[config.mk]
export PLATFORM = sky130hd
export DESIGN_NAME = io_dispatch_fsm_flat
export DESIGN_NICKNAME = d
export VERILOG_FILES = /design/src/rtl/io_dispatch_if.sv /design/src/rtl/io_dispatch_fsm.sv /design/src/flat_wrapper.sv
export SDC_FILE = /design/constraint.sdc
export NUM_CORES = 1
export LEC_CHECK = 0
export ABC_AREA = 1
export CORE_UTILIZATION = 51
export DETAILED_ROUTE_END_ITERATION = 16
export DONT_BUFFER_PORTS = 1
export PLACE_DENSITY_LB_ADDON = 0.12
export SLEW_MARGIN = 40
export SYNTH_ARGS = -nofsm -noshare
export SYNTH_HDL_FRONTEND = slang
export SYNTH_SLANG_ARGS = --single-unit
export TNS_END_PERCENT = 100
[constraint.sdc]
create_clock -name clk -period 1.2 [get_ports clk]
set_input_delay 0.18 -clock clk [delete_from_list [all_inputs] [get_ports clk]]
set_output_delay 0.18 -clock clk [all_outputs]
set_load 0.005 [all_outputs]
[src/rtl/io_dispatch_if.sv]
// Beat stream into the dispatcher: packed word, per-lane end-of-object flags,
// and the valid/ready handshake that qualifies them.
interface io_dispatch_if #(
   parameter int DATA_W = 32,
   parameter int NCH    = 4
);
   logic              in_valid;
   logic [DATA_W-1:0] in_data;
   logic [NCH-1:0]    eob;
   logic              in_ready;

   modport master (output in_valid, output in_data, output eob, input  in_ready);
   modport slave  (input  in_valid, input  in_data, input  eob, output in_ready);
endinterface

[src/rtl/io_dispatch_fsm.sv]
// Load/calculate dispatcher: distributes packed input words to NCH decompressor
// lanes, counts objects per lane, then hands off to the coordinator for CALC.
module io_dispatch_fsm #(
   parameter int DATA_W = 32,
   parameter int NCH    = 4,
   parameter int NOBJ   = 2
) (
   input  logic              clk,
   input  logic              reset,
   io_dispatch_if.slave      bus,
   input  logic              irq,
   input  logic              process,
   input  logic              ready,
   output logic [DATA_W-1:0] lane_data,
   output logic [NCH-1:0]    start,
   output logic [NCH-1:0]    finished,
   output logic              calc_start,
   output logic              next,
   output logic              busy,
   output logic              err
);
   localparam int CW = $clog2(NOBJ + 1);

   typedef enum logic [1:0] {
      S_IDLE   = 2'd0,
      S_DECOMP = 2'd1,
      S_CALC   = 2'd2,
      S_DONE   = 2'd3
   } state_t;

   state_t            state_q, state_d;
   logic [NCH-1:0]    fin_q, fin_d;
   logic [NCH-1:0]    start_q, start_d;
   logic [CW-1:0]     cnt_q [NCH];
   logic [CW-1:0]     cnt_d [NCH];
   logic [DATA_W-1:0] lane_data_q, lane_data_d;
   logic              calc_start_q, calc_start_d;
   logic              next_q, next_d;
   logic              err_q, err_d;
   logic              all_fin, in_ready_c, accept, clear_cnt;

   assign all_fin    = &fin_q;
   assign in_ready_c = (state_q == S_DECOMP) && !all_fin;
   assign accept     = bus.in_valid && in_ready_c;
   assign clear_cnt  = (state_q == S_DONE);

   // State register
   always_ff @(posedge clk) begin
      if (reset) state_q <= S_IDLE;
      else       state_q <= state_d;
   end

   // Next-state logic
   always_comb begin
      state_d = state_q;
      case (state_q)
         S_IDLE:   if (irq && !process)           state_d = S_DECOMP;
         S_DECOMP: if (irq && process && all_fin) state_d = S_CALC;
         S_CALC:   if (ready)                     state_d = S_DONE;
         S_DONE:                                  state_d = S_IDLE;
         default:                                 state_d = S_IDLE;
      endcase
   end

   // Output logic; pulses are derived from the transition so they land in the
   // first cycle of the new state once registered.
   always_comb begin
      bus.in_ready = in_ready_c;
      busy         = (state_q != S_IDLE);
      lane_data_d  = accept ? bus.in_data : lane_data_q;
      calc_start_d = (state_d == S_CALC) && (state_q != S_CALC);
      next_d       = (state_d == S_DONE) && (state_q != S_DONE);
      err_d        = err_q;
      if (state_q == S_DECOMP) begin
         if ((irq && process && !all_fin) || (bus.in_valid && all_fin))
            err_d = 1'b1;
      end
   end

   // Per-lane object counters; a finished lane ignores further eob flags.
   for (genvar gi = 0; gi < NCH; gi++) begin : g_lane
      logic          lane_hit;
      logic [CW-1:0] cnt_inc;

      assign lane_hit    = accept && bus.eob[gi] && !fin_q[gi];
      assign cnt_inc     = cnt_q[gi] + CW'(1);
      assign cnt_d[gi]   = clear_cnt ? '0 : (lane_hit ? cnt_inc : cnt_q[gi]);
      assign fin_d[gi]   = clear_cnt ? 1'b0 :
                           (lane_hit ? (cnt_inc == CW'(NOBJ)) : fin_q[gi]);
      assign start_d[gi] = accept && !fin_q[gi];
   end

   always_ff @(posedge clk) begin
      if (reset) begin
         fin_q        <= '0;
         start_q      <= '0;
         lane_data_q  <= '0;
         calc_start_q <= 1'b0;
         next_q       <= 1'b0;
         err_q        <= 1'b0;
         for (int i = 0; i < NCH; i++) cnt_q[i] <= '0;
      end else begin
         fin_q        <= fin_d;
         start_q      <= start_d;
         lane_data_q  <= lane_data_d;
         calc_start_q <= calc_start_d;
         next_q       <= next_d;
         err_q        <= err_d;
         for (int i = 0; i < NCH; i++) cnt_q[i] <= cnt_d[i];
      end
   end

   assign lane_data  = lane_data_q;
   assign start      = start_q;
   assign finished   = fin_q;
   assign calc_start = calc_start_q;
   assign next       = next_q;
   assign err        = err_q;
endmodule
[src/flat_wrapper.sv]
// flat-port wrapper written by rule: the top's interface ports become plain ports
module io_dispatch_fsm_flat 
#(
   parameter int DATA_W = 32,
   parameter int NCH    = 4,
   parameter int NOBJ   = 2
)
  (clk, reset, irq, process, ready, lane_data, start, finished, calc_start, next, busy, err, bus_in_valid, bus_in_data, bus_eob, bus_in_ready);
  io_dispatch_if #(.DATA_W(DATA_W), .NCH(NCH)) bus_i ();
  input  logic clk;
  input  logic reset;
  input  logic irq;
  input  logic process;
  input  logic ready;
  output logic [DATA_W-1:0] lane_data;
  output logic [NCH-1:0] start;
  output logic [NCH-1:0] finished;
  output logic calc_start;
  output logic next;
  output logic busy;
  output logic err;
  input wire logic [$bits(bus_i.in_valid)-1:0] bus_in_valid;
  input wire logic [$bits(bus_i.in_data)-1:0] bus_in_data;
  input wire logic [$bits(bus_i.eob)-1:0] bus_eob;
  output wire logic [$bits(bus_i.in_ready)-1:0] bus_in_ready;
  assign bus_i.in_valid = bus_in_valid;
  assign bus_i.in_data = bus_in_data;
  assign bus_i.eob = bus_eob;
  assign bus_in_ready = bus_i.in_ready;
  io_dispatch_fsm #(.DATA_W(DATA_W), .NCH(NCH), .NOBJ(NOBJ)) u_core (.clk(clk), .reset(reset), .bus(bus_i), .irq(irq), .process(process), .ready(ready), .lane_data(lane_data), .start(start), .finished(finished), .calc_start(calc_start), .next(next), .busy(busy), .err(err));
endmodule
==> run metrics, run 1 <==
distinct cell type count of the synthesized netlist=18; # nets final=340; Worst Hold Slack=-74.7 ps; sequence of cells on the critical path=inv_2 -> nor2_4 -> inv_2 -> nor2_4 -> buf_12 -> buf_12 -> clkbuf_16 -> nand3_2 -> a21oi_2; largest area contributor in the netlist=dfxtp_1; gate count after technology mapping=277; setup clock skew after layout=3.14 ps; H-tree depth reported by CTS=2; Diodes inserted=0; delay contributed by the slowest stage of the critical path=340 ps; synth warn=0; source-to-sink clock delay at the later pin of the worst-skew pair=310 ps; Initial Utilization=55.2%; number of nets in the synthesized netlist=323; core region area=0.00380 mm2; post-CTS clock slew at the launch and capture registers of the worst setup and hold paths=90 ps; clock sinks=53; overall fraction of global-route tracks in use=22.6%; met1 track demand over resource in global routing=25.8%; multi-input logic area=0.00106 mm2; FF+latch area=0.00107 mm2; Tightest Hold Check Type=primary input to flop; height of the die=66.1 um; total power per unit cell area=1240 mW/mm2; number of cells after detailed placement=320; area share of the largest cell type after synthesis=50.6%; arrival time of data at the critical path endpoint=1620 ps; Final period util=114%; most common library cell in the layout ignoring fill and taps=nand2_1; worst setup path category=flop to flop; busiest grt layer=met2; main area contributors after synthesis=dfxtp_1 51%, nand3_1 10%, nand2_1 9.7%; count of pins on the block boundary=87; aggregate global routing overflow=0; RSZ-0062 raised after global routing=true; maximum fanout along the worst path=5; layout cell share with drive strength beyond 1=28.8%; row count=22; run status=complete, but fails checks; Place WS=-93.9 ps; Global Route met2 Usage=38.8%; Worst Tran Pin Value=173 ps; wire length per cell=16.3 um; vias in the first global route=1612; Clock Tree Root=clkbuf_8; number of failing setup endpoints in the final timing report=38; iteration-0 DRC count of the detailed router=116; die extent in x=66.1 um; worst voltage drop across the vdd grid=0.791 mV; Post-DRT Antenna Nets=0; count of maximum capacitance violations=0; detailed placement HPWL=2990 um; Final Max Tran Viols=0; max-slew headroom at the worst pin=88.5%; #FFs+latches synth=53; met3 global-route usage=8.62%; clock tree from TritonCTS=built; DR vias=1930; total negative slack=-3630 ps; Port Buffers=0; static leakage=0.00109 uW; filler cell count=304; failing checks=hold timing, setup timing; first-pass GRT wire length=7410 um; slowest cell on the critical path=dfxtp_2; Post-Syn Area=0.00210 mm2; DRT Pass-1 Iters=4; Final Wtd Congestion=0.842; die footprint=0.00437 mm2; final hold vios=41; portion of the post-synthesis area used by sequential elements=50.6%; final core utilization=73.7%; largest net degree at the start of global routing=43; worst endpoint required time=1450 ps; most frequent cells in the layout=51 x nand2_1, 47 x dfxtp_1, 29 x a21oi_1, 25 x inv_1, 24 x nand3_1; final critical-path setup slack=-170 ps; shortest period the worst path allows=1370 ps; Highest Clock Rate=730 MHz; Layout Cells excl Fill=343; area added between synthesis and finish=33.5%; number of buffers created by CTS=5; wirelength, routed=5580 um; PnR Total Power=3470 uW; per-cell via count in the routed design=5.63; Avg Inst Size Synth=7.57 um2; startpoint kind of the worst setup timing path=flop; total DRC errors in the routed layout=0; nature of the critical path endpoint=flop; maximum buffer depth of the clock tree=2; number of antenna violations at the first check in global routing=0
## report_power, final
group          total, uW  internal, uW  switching, uW  leakage [uW]
registers           1850          1810           36.0      0.000432
logic                384           202            182      0.000595
clock network       1240           680            562     0.0000585
## through the flow
stage	cell area (um2)	hold slack, ps
detailed placement	2200	254
floorplan	2100	339
global placement	2200	253
CTS	2580	-79.9
finish	2800	-74.7
global route	2800	-94.8
## flip-flops by register name (all words and copies together), names as in the netlist
name	flops
u_core.start	4
u_core.err	1
u_core.next	1
u_core.finished	4
u_core.cnt_q	8
u_core.state_q	2
u_core.lane_data	32
u_core.calc_start	1
## area by class of cell
| class | instances | share of cell area [%] |
|---|---|---|
| inverter | 27 | 3.62 |
| sequential | 53 | 38.2 |
| multi-input combinational | 179 | 37.8 |
| tap | 48 | 2.15 |
| clock buffer | 7 | 3.08 |
| timing repair buffer | 28 | 14.1 |
| clock inverter | 1 | 1.07 |
## routing by layer
layer,vias to the layer above,wire length [um]
li1,941,-
met1,901,2310
met2,77,2700
met3,11,458
met4,0,112
met5,-,0
## cells by family (layout without fill, tap and decap cells)
logic type,Yosys count,in the layout,share of synthesized area (%)
AO/OA/AOI/OAI,47,47,11.3
adder cells (fa/ha/maj),4,4,2.39
buffers and inverters,46,63,8.83
flip-flops,53,53,50.6
AND/OR/NAND/NOR,127,128,26.9
## final timing paths
path                                      from                                 to  slack (ps)  cells after the start
max               u_core.state_q[0]$_SDFF_PP0_   u_core.lane_data[1]$_SDFFE_PP0N_        -170                      9
min                                      reset  u_core.lane_data[18]$_SDFFE_PP0N_         -70                      1
max reg2reg       u_core.state_q[0]$_SDFF_PP0_   u_core.lane_data[1]$_SDFFE_PP0N_        -170                      9
min reg2reg  u_core.lane_data[15]$_SDFFE_PP0N_  u_core.lane_data[15]$_SDFFE_PP0N_         480                      2
## what timing repair did
action                                  in CTS  in global routing
pin swaps                                    8                 15
setup buffers                                5                  3
gates cloned                                 3                  6
endpoints found under the setup margin      49                 52
resized for setup                           25                 35
hold endpoints to repair                    41                 41
## synth_stat cells, drive strengths merged
cell type   n
ha          4
buf        11
nand2      54
inv        27
nor2       21
nand3      42
clkbuf      8
nor3        4
a31oi       1
a21oi      40
dfxtp      53
o21ai       6
nand4       6
## critical path, delay by kind of cell, from the launching register on
family	cells	cell delay (ps)
buffers and inverters	5	530
DFF	1	340
and+or+nand+nor	3	330
AOI/OAI and AO/OA	1	120
Power figures use the tool's default switching activity.
==> inputs of run 2 (changes only) <==
CELL_PAD_IN_SITES_DETAIL_PLACEMENT = 1   (was not set)
CELL_PAD_IN_SITES_GLOBAL_PLACEMENT = 1   (was not set)
CORE_MARGIN = 3   (was not set)
CORE_UTILIZATION = 38   (was 51)
==> run 2 against run 1 <==
Against the previous run: combinational power is 5% higher; count of clock-buffer cells in the layout is 1 lower; wire length is 15% higher; fmax is 5.1% lower; flip-flop and latch count stayed put; first-iteration DRC count is 56% lower; largest power group unchanged; critical endpoint is now u_core.lane_data[24]$_SDFFE_PP0N_; non-clock buffer count stayed put; worst setup slack worse by 74 ps; sequential share of layout area is 0.94 points lower; die area is 47% higher; the flow still finishes with violations (hold timing, setup timing).
==> run metrics, run 2 (synthesis results as in run 1) <==
area added between synthesis and finish=36.5%; share of power burned in combinational logic=12.5%; number of failing setup endpoints in the final timing report=48; wire length per cell=17.6 um; relative contribution of the clock network to total power=30.2%; number of antenna violations at the first check in global routing=0; startpoint kind of the worst setup timing path=flop; RSZ-0062 raised after global routing=true; H-tree depth reported by CTS=2; die extent in x=80.3 um; R2R cell count=9; Final period util=120%; Worst Hold Endpoint=u_core.lane_data[21]$_SDFFE_PP0N_; source-to-sink clock delay at the later pin of the worst-skew pair=300 ps; flip-flop count of the largest register after layout=32; nature of the critical path endpoint=flop; per-cell via count in the routed design=5.31; maximum buffer depth of the clock tree=2; startpoint of the most critical register-to-register path=u_core.state_q[0]$_SDFF_PP0_; switching portion of total power=24.9%; DRT Pass-1 Iters=4; maximum fanout along the worst path=8; wirelength, routed=6420 um; count of pins on the block boundary=87; Worst Hold Slack=-72.4 ps; Final Max Tran Viols=0; die footprint=0.00645 mm2; arrival time of data at the critical path endpoint=1680 ps; run status=complete, but fails checks; number of buffers created by CTS=5; failing checks=hold timing, setup timing; iteration-0 DRC count of the detailed router=51; count of maximum capacitance violations=0; Clock Tree Root=clkbuf_8; worst endpoint required time=1440 ps; vias in the first global route=1807; first-pass GRT wire length=9080 um; delay contributed by the slowest stage of the critical path=360 ps; clock sinks=53; cell-internal power=2430 uW; row count=26; worst voltage drop across the vdd grid=0.570 mV; largest net degree at the start of global routing=43; Highest Clock Rate=692 MHz; most common library cell in the layout ignoring fill and taps=dfxtp_1; register share of total power=57.3%; final core utilization=54.7%; static leakage=0.00108 uW; total negative slack=-7980 ps; final critical-path setup slack=-244 ps; height of the die=80.3 um; overall fraction of global-route tracks in use=18.4%; shortest period the worst path allows=1440 ps; Final Wtd Congestion=0.666; layout cell share with drive strength beyond 1=32.7%; Worst Tran Pin Value=192 ps; sequence of cells on the critical path=inv_2 -> nor2_4 -> inv_2 -> nor2_4 -> buf_12 -> buf_12 -> buf_16 -> nand3_2 -> a21oi_2; worst setup slack for register-to-register paths=-240 ps; Initial Utilization=40.0%; Psw=804 uW; core region area=0.00524 mm2; detailed placement HPWL=3650 um; worst hold path depth=1; Tightest Hold Check Type=primary input to flop; hold path startpoint=reset; total DRC errors in the routed layout=0; setup clock skew after layout=6.93 ps; post-CTS clock slew at the launch and capture registers of the worst setup and hold paths=90 ps; DR vias=1933; # nets final=339; slowest cell on the critical path=dfxtp_2; aggregate global routing overflow=0; critical register-to-register path endpoint=u_core.lane_data[24]$_SDFFE_PP0N_; Port Buffers=0; final hold vios=41; total power per unit cell area=1130 mW/mm2; clock tree from TritonCTS=built; Diodes inserted=0; max-slew headroom at the worst pin=87.1%; most frequent cells in the layout=49 x dfxtp_1, 45 x nand2_1, 24 x inv_1, 24 x nand3_1, 24 x a21oi_1; worst setup path category=flop to flop; Post-DRT Antenna Nets=0
==> run 2: cell count changes in the layout (fill, tap and decap cells not counted), moves of 3 or more <==
cell	before	now
a21oi_1	29	24
a21oi_2	11	16
nand2_1	51	45
nand2_2	3	8
nor3_1	4	0
nor3_2	0	3
==> run 2: area by class of cell <==
cell class	instances	area, um2
clock inverter	2	10.0
tap	70	87.6
sequential	53	1070
inverter	27	101
clock buffer	6	72.6
fill	592	2370
multi-input combinational	178	1110
timing repair buffer	28	415
==> run 2: worst max path at each step <==
stage / startpoint / end / slack [ps] / cells past startpoint
2_1_floorplan: u_core.finished[0]$_SDFFE_PP0P_ / u_core.cnt_q[0][1]$_SDFFE_PP0P_ / 0.5 / 8
3_3_place_gp: u_core.state_q[0]$_SDFF_PP0_ / u_core.cnt_q[1][1]$_SDFFE_PP0P_ / -60 / 8
3_5_place_dp: u_core.state_q[0]$_SDFF_PP0_ / u_core.cnt_q[1][1]$_SDFFE_PP0P_ / -110 / 8
4_1_cts: u_core.state_q[0]$_SDFF_PP0_ / bus_in_ready / -150 / 5
5_1_grt: u_core.state_q[0]$_SDFF_PP0_ / u_core.lane_data[24]$_SDFFE_PP0N_ / -330 / 9
6_report: u_core.state_q[0]$_SDFF_PP0_ / u_core.lane_data[24]$_SDFFE_PP0N_ / -240 / 9
==> run 2: timing repair <==
action                                 CTS  global route
buffers inserted                         5             3
gates resized for setup                 36            48
endpoints found under the hold margin   41            41
gates cloned                             4             3
pin swaps                                5            17
setup endpoints to repair               43            52
==> run 2: metrics by stage <==
step | worst slack (ps) | cell area (um2) | cells | power, uW | hold WS [ps]
6_report | -244 | 2860 | 364 | 3230 | -72.4
5_1_grt | -334 | 2860 | 364 | 3390 | -98.2
4_1_cts | -153 | 2630 | 361 | 3220 | -77.6
3_5_place_dp | -113 | 2250 | 344 | 2110 | 256
3_3_place_gp | -55.6 | 2250 | 344 | 2100 | 254
2_1_floorplan | 0.493 | 2100 | 277 | 2070 | 339
==> run 2: critical path, delay by kind of cell (launching register included) <==
family	cells	cell delay, ps
AOI/OAI and AO/OA	1	130
buffers and inverters	5	530
DFF	1	360
and+or+nand+nor	3	360
==> run 2: power by group through the flow <==
| stage | Combinational, uW | Clock (uW) | Sequential (uW) |
|---|---|---|---|
| 6_report | 403 | 977 | 1850 |
| 4_1_cts | 355 | 1010 | 1850 |
| 3_3_place_gp | 214 | 0 | 1890 |
| 3_5_place_dp | 219 | 0 | 1890 |
| 5_1_grt | 438 | 1100 | 1860 |
| 2_1_floorplan | 193 | 0 | 1880 |
==> run 2: per-layer routing <==
layer  GRT usage (%)  vias to the layer above  routed length (um)
li1                -                      939                   -
met1            22.3                      917                2600
met2            30.2                       67                3140
met3            7.62                       10                 568
met4            4.73                        0                 106
met5               0                        -                   0
